**src/rtl/note_judge.sv**
```systemverilog
// note_judge: per-lane hit/miss judge feeding the score keeper.
// Each lane runs a two-state IDLE/WINDOW machine. A rising button edge inside
// the window is a hit. A window that runs out of ticks is a miss. A press outside
// any window is an optional stray miss. All outputs are registered, so a judgement
// appears one clock after the event that caused it.
module note_judge #(
    parameter int LANES          = 4,
    parameter int WINDOW_TICKS   = 12,
    parameter int CNT_W          = 4,
    parameter int PENALIZE_STRAY = 1
) (
    input  logic             clk,
    input  logic             rst,
    input  logic [LANES-1:0] btn,
    input  logic [LANES-1:0] note_spawn,
    input  logic             tick,
    output logic [LANES-1:0] noteAction,
    output logic [LANES-1:0] noteSuccessState,
    output logic [LANES-1:0] in_window
);

    typedef enum logic {
        ST_IDLE   = 1'b0,
        ST_WINDOW = 1'b1
    } lane_state_t;

    // Counter value at which the next tick closes the window. The counter
    // therefore spans 0..WINDOW_TICKS-1, and the note stays hittable for
    // WINDOW_TICKS tick pulses.
    localparam logic [CNT_W-1:0] LAST_CNT   = CNT_W'(WINDOW_TICKS - 1);
    localparam logic             STRAY_MISS = (PENALIZE_STRAY != 0);

    logic [LANES-1:0] r_btn_prev;
    logic [LANES-1:0] w_press;

    // Previous button levels. These are cleared on reset, so edge detection
    // restarts cleanly.
    always_ff @(posedge clk or posedge rst) begin
        if (rst) begin
            r_btn_prev <= '0;
        end else begin
            r_btn_prev <= btn;
        end
    end

    // A press is a rising edge only. A held button therefore counts once.
    assign w_press = btn & ~r_btn_prev;

    genvar gi;
    generate
        for (gi = 0; gi < LANES; gi++) begin : g_lane
            lane_state_t      r_state;
            logic [CNT_W-1:0] r_cnt;
            logic             r_action;
            logic             r_success;

            // Lane judge. The action pulse defaults low every cycle. The
            // success flag changes only in a cycle that also raises the action
            // pulse. Otherwise it holds.
            always_ff @(posedge clk or posedge rst) begin
                if (rst) begin
                    r_state   <= ST_IDLE;
                    r_cnt     <= '0;
                    r_action  <= 1'b0;
                    r_success <= 1'b0;
                end else begin
                    r_action <= 1'b0;
                    case (r_state)
                        ST_IDLE: begin
                            if (w_press[gi] && note_spawn[gi]) begin
                                // The note and the press arrive together. This
                                // is a hit, and it consumes the spawn.
                                r_action  <= 1'b1;
                                r_success <= 1'b1;
                            end else if (note_spawn[gi]) begin
                                r_state <= ST_WINDOW;
                                r_cnt   <= '0;
                            end else if (w_press[gi] && STRAY_MISS) begin
                                r_action  <= 1'b1;
                                r_success <= 1'b0;
                            end
                        end
                        ST_WINDOW: begin
                            if (w_press[gi]) begin
                                // A hit. This wins over an expiring tick. A
                                // simultaneous spawn opens a fresh window.
                                r_action  <= 1'b1;
                                r_success <= 1'b1;
                                r_cnt     <= '0;
                                if (!note_spawn[gi]) begin
                                    r_state <= ST_IDLE;
                                end
                            end else if (note_spawn[gi]) begin
                                // A new note displaces the unhit old one.
                                r_action  <= 1'b1;
                                r_success <= 1'b0;
                                r_cnt     <= '0;
                            end else if (tick) begin
                                if (r_cnt == LAST_CNT) begin
                                    r_action  <= 1'b1;
                                    r_success <= 1'b0;
                                    r_cnt     <= '0;
                                    r_state   <= ST_IDLE;
                                end else begin
                                    r_cnt <= r_cnt + CNT_W'(1);
                                end
                            end
                        end
                        default: begin
                            r_state <= ST_IDLE;
                            r_cnt   <= '0;
                        end
                    endcase
                end
            end

            assign noteAction[gi]       = r_action;
            assign noteSuccessState[gi] = r_success;
            assign in_window[gi]        = (r_state == ST_WINDOW);
        end
    endgenerate

endmodule

```
**config.mk**
```make
export PLATFORM = sky130hd
export DESIGN_NAME = note_judge
export DESIGN_NICKNAME = d
export VERILOG_FILES = /design/src/rtl/note_judge.sv
export SDC_FILE = /design/constraint.sdc
export NUM_CORES = 1
export LEC_CHECK = 0
export ABC_CLOCK_PERIOD_IN_PS = 1600
export BUFFER_PORTS_ARGS = -buffer_cell sky130_fd_sc_hd__buf_2
export CORE_MARGIN = 1
export CORE_UTILIZATION = 40
export CTS_CLUSTER_DIAMETER = 40
export CTS_CLUSTER_SIZE = 8
export DETAILED_ROUTE_END_ITERATION = 8
export MAX_ROUTING_LAYER = met4
export SYNTH_ARGS = -nofsm -noshare
export SYNTH_HDL_FRONTEND = slang
export SYNTH_SLANG_ARGS = --single-unit
```
**constraint.sdc**
```tcl
create_clock -name clk -period 1.6 [get_ports clk]
set_input_delay 0.32 -clock clk [delete_from_list [all_inputs] [get_ports clk]]
set_output_delay 0.32 -clock clk [all_outputs]
set_load 0.05 [all_outputs]
```
==> results.env <==
P_PER_AREA_nW_PER_UM2=988
SYNTH_CELLS=180
RSZ_0062_RAISED_AFTER_GLOBAL_ROUTING='false'
YOSYSWARNINGS=0
CLOCK_POWER_SHARE_PCT=33.5
SLOWEST_STAGE='dfrtp_1'
SETUP.WORST_PATH.END_CLASS='output port'
WORST-SLEW-PIN-TRANSITION_PS=408
CLK_TRANSITION_REPORTED_PATHS_PS=60
GRT_MAX_DEGREE=33
COUNT_OF_PLACED_STANDARD_CELLS_INCLUDING_TAPS=235
P_LEAK_nW=0.867
SLEW_VIOL_FINAL=0
SYNTHMUXAREASHARE_PCT=0.579
CELLS_ALONG_THE_CRITICAL_PATH='buf_2'
SYNTH_ENABLE_FLOP_CELLS=0
POST-LAYOUT-TOTAL-POWER_W=0.00184
POST_SYNTHESIS_CELL_TYPE_COUNT=38
CRITICAL_PATH.N_BUFFERS_INVERTERS=1
FFS_W_ASYNC_S_R_SYNTH_PCT=100
CTSHTREEMAXLEVEL=2
POSTSYNTH.TOPFLOPCELL='dfrtp_1'
CPLARGESTDELAYFAMILY='flip-flops'
POST_SYNTH_INSTANCE_AREA_UM2=1730
TRITONCTS='yes'
LAYOUT.NETS=207
PLACEMENT.CELL_AREA_UM2=1770
NUM_ROWS=23
FLOORPLAN.CORE_AREA_UM2=4090
CTS_REPAIR_RESIZE_COUNT=0
CLOCK_SINKS=32
YOSYS.AREA_SHARE.SIMPLE_PCT=19.8
LAYOUT-DRIVE-GT1-SHARE_PCT=16.6
CTS.ROOT.BUFFER_CELL='clkbuf_8'
POST-SYNTH-TOP-AREA-FRACTION_PCT=46.3
POST_SYNTH.CELL_AREA_AVG_UM2=9.61
POSTCTSHOLDBUFS=0
CRITICAL-PATH-MAX-STAGE-DELAY_PS=520
POST_SYNTHESIS_NET_COUNT=195
SYNTH.AREA.TOP_CELLS='dfrtp_1, buf_4, o21ai_0'
FMAX_GHz=0.692
WORST_SETUP_PATH_START_KIND='register'
YS_SEQ_ELEMENTS=32
YOSYS.AREA_SHARE.XOR_XNOR_PCT=1.01
FINALHOLDVIOLATIONS=0
POWER.SHARE.COMBINATIONAL_PCT=17.3
GRT_PASS1_VIAS=1218
ROUTED-WL-MET2_UM=1450
ROUTE.VIAS.TOTAL=1335
MAXIMUM_FANOUT_ALONG_THE_WORST_PATH=11
DIE_H_UM=67.8
SYNTH_SEQ_AREA_SHARE_PCT=46.3
DRT_ITER0_MARKERS=78
INITIAL_CORE_UTIL_PCT=42.3
NETSWITCHINGFRACTION_PCT=29.5
TNS_PS=0
YOSYSTOPAREACELL='dfrtp_1'
CTS_BUFFERS=5
DIE_WIDTH_UM=67.8
PLACE.DETAILED.HPWL_UM=2290
GLOBALROUTETOTALUTIL_PCT=16.4
STDCELL_AREA_UM2=1860
SYNTH_COMPOUND_GATE_AREA_SHARE_PCT=20.3
CLOCK_LATENCY_PS=280
FINCLKSKEW_PS=5.52
SYNTH.CELLS.MOST_FREQUENT='dfrtp_1, nand2_1, o21ai_0'
CTS-ROOT-TO-SINK-BUFFERS=2
ANTENNADIODECOUNT=0
DESIGN.DIE.AREA_UM2=4590
GRT_REMAINING_OVERFLOW=0
MAIN_COMBINATIONAL_CELL_FAMILY_BY_AREA_AFTER_SYNTHESIS='compound AO/OA/AOI/OAI gates'
WIRELENGTH_MET1_UM=1610
YOSYSMOSTFREQUENTCELL='dfrtp_1'
SYNTH_FA_HA_AREA_SHARE_PCT=2.89
VDD_IR_DROP_MAX_uV=431
VIAS_PER_CELL=5.49
SEQPWRFRAC_PCT=49.2
GPL_WTD_CONG=0.862
WORSTPATHARRIVAL_PS=1120
SETUP_VIOL_COUNT_FINAL=0
HIGHEST_LAYER='met4'
MIN_PERIOD_PS=1440
HOLD_PATH_CLASS='in -> async'
GRT_FIRST_PASS_WIRELENGTH_UM=5350
CP.REQUIRED_PS=1280
INITIAL_ANTENNA_VIOLATION_COUNT=0
WL_PER_CELL_UM=13.3
IO_PINS=23
DRT-PASS1-ITER-COUNT=4
FINAL_MIN_PERIOD_OVER_CLOCK_PERIOD_PCT=90.3
DRTANTENNAVIOLNETS=0
RESULT_OF_THE_RUN='finished, final reports clean'
P_INT_W=0.00130
DRC=0
FINAL_CORE_UTIL_PCT=45.6
MAX_SLEW_MARGIN_PCT=72.8
NUMBER_OF_BUFFERS_ADDED_ON_PORTS=22
POST_CTS.REPAIR.SETUP_BUFFERS=0
WORST-SETUP-PATH-TYPE='reg -> out'
FINALWIRELENGTH_UM=3230
DR_WL_MET3_UM=137
DRV.MAX_CAP_VIOLATION_COUNT=0
LAYOUT-AREA-OVERHEAD-VS-SYNTH_PCT=7.81
TOTAL_SWITCHING_POWER_W=0.000543
POST_LAYOUT_NONFILLER_INSTANCES=243
routing by layer:
layer | track usage (%) | vias up
li1 | - | 667
met1 | 20.4 | 641
met2 | 24.5 | 23
met3 | 5.07 | 4
met4 | 6.38 | 0
met5 | - | -
metrics by stage:
step | hold WS, ps | setup WS, ps
2_1_floorplan | 351 | 347
3_3_place_gp | 422 | 188
3_5_place_dp | 434 | 134
4_1_cts | 128 | 155
5_1_grt | 156 | 89.9
6_report | 114 | 156
power by group through the flow:
stage	sequential, W	combinational (W)	clock (W)
2_1_floorplan	0.000903	0.000302	0
3_3_place_gp	0.000917	0.000314	0
3_5_place_dp	0.000920	0.000321	0
4_1_cts	0.000906	0.000322	0.000646
5_1_grt	0.000914	0.000349	0.000669
6_report	0.000906	0.000319	0.000617
cells in the final DEF (no fill, tap or decap), types with 4 or more instances in the layout:
master	n
ha_1	4
dfrtp_1	32
nor3_1	7
a21oi_1	9
inv_1	6
and3_1	4
and4b_1	5
nand3_1	5
o21ai_0	17
buf_2	22
nand2_1	21
a22o_1	6
clkbuf_8	6
nor2_1	8
o22ai_1	5
sequential cells by signal (all words and copies together), names as in the netlist:
register,count
g_lane.r_state,4
g_lane.r_action,4
r_btn_prev,4
g_lane.r_success,4
g_lane.r_cnt,16
cell type report:
class | count | area, µm²
fill | 400 | 2220
tap | 50 | 62.6
sequential | 32 | 801
clock buffer | 8 | 90.1
inverter | 6 | 22.5
multi-input combinational | 124 | 771
timing repair buffer | 23 | 118
logic make-up (layout without fill, tap and decap cells):
kind of cell	after synthesis	count (layout)
xor gates and xnor gates	2	2
and+or+nand+nor	63	63
DFF	32	32
muxes	1	1
adders and majority gates	4	4
buffers and inverters	24	37
AOI/OAI and AO/OA	54	54
final timing paths:
check                      slack, ps                       startpoint                               to  cells past startpoint
min reg2reg                      520  g_lane[3].r_success$_DFFE_PP0P_  g_lane[3].r_success$_DFFE_PP0P_                      2
min                              110                              rst   g_lane[1].r_cnt[2]$_DFFE_PP0P_                      3
min in group clk                 170                           btn[3]          r_btn_prev[3]$_DFF_PP0_                      1
max reg2reg                      200   g_lane[1].r_cnt[0]$_DFFE_PP0P_  g_lane[1].r_success$_DFFE_PP0P_                      5
max                              160      g_lane[0].r_state$_DFF_PP0_                     in_window[0]                      1
max in group asynchronous       1190                              rst     g_lane[2].r_action$_DFF_PP0_                      3
(Power assumes the default switching activity.)
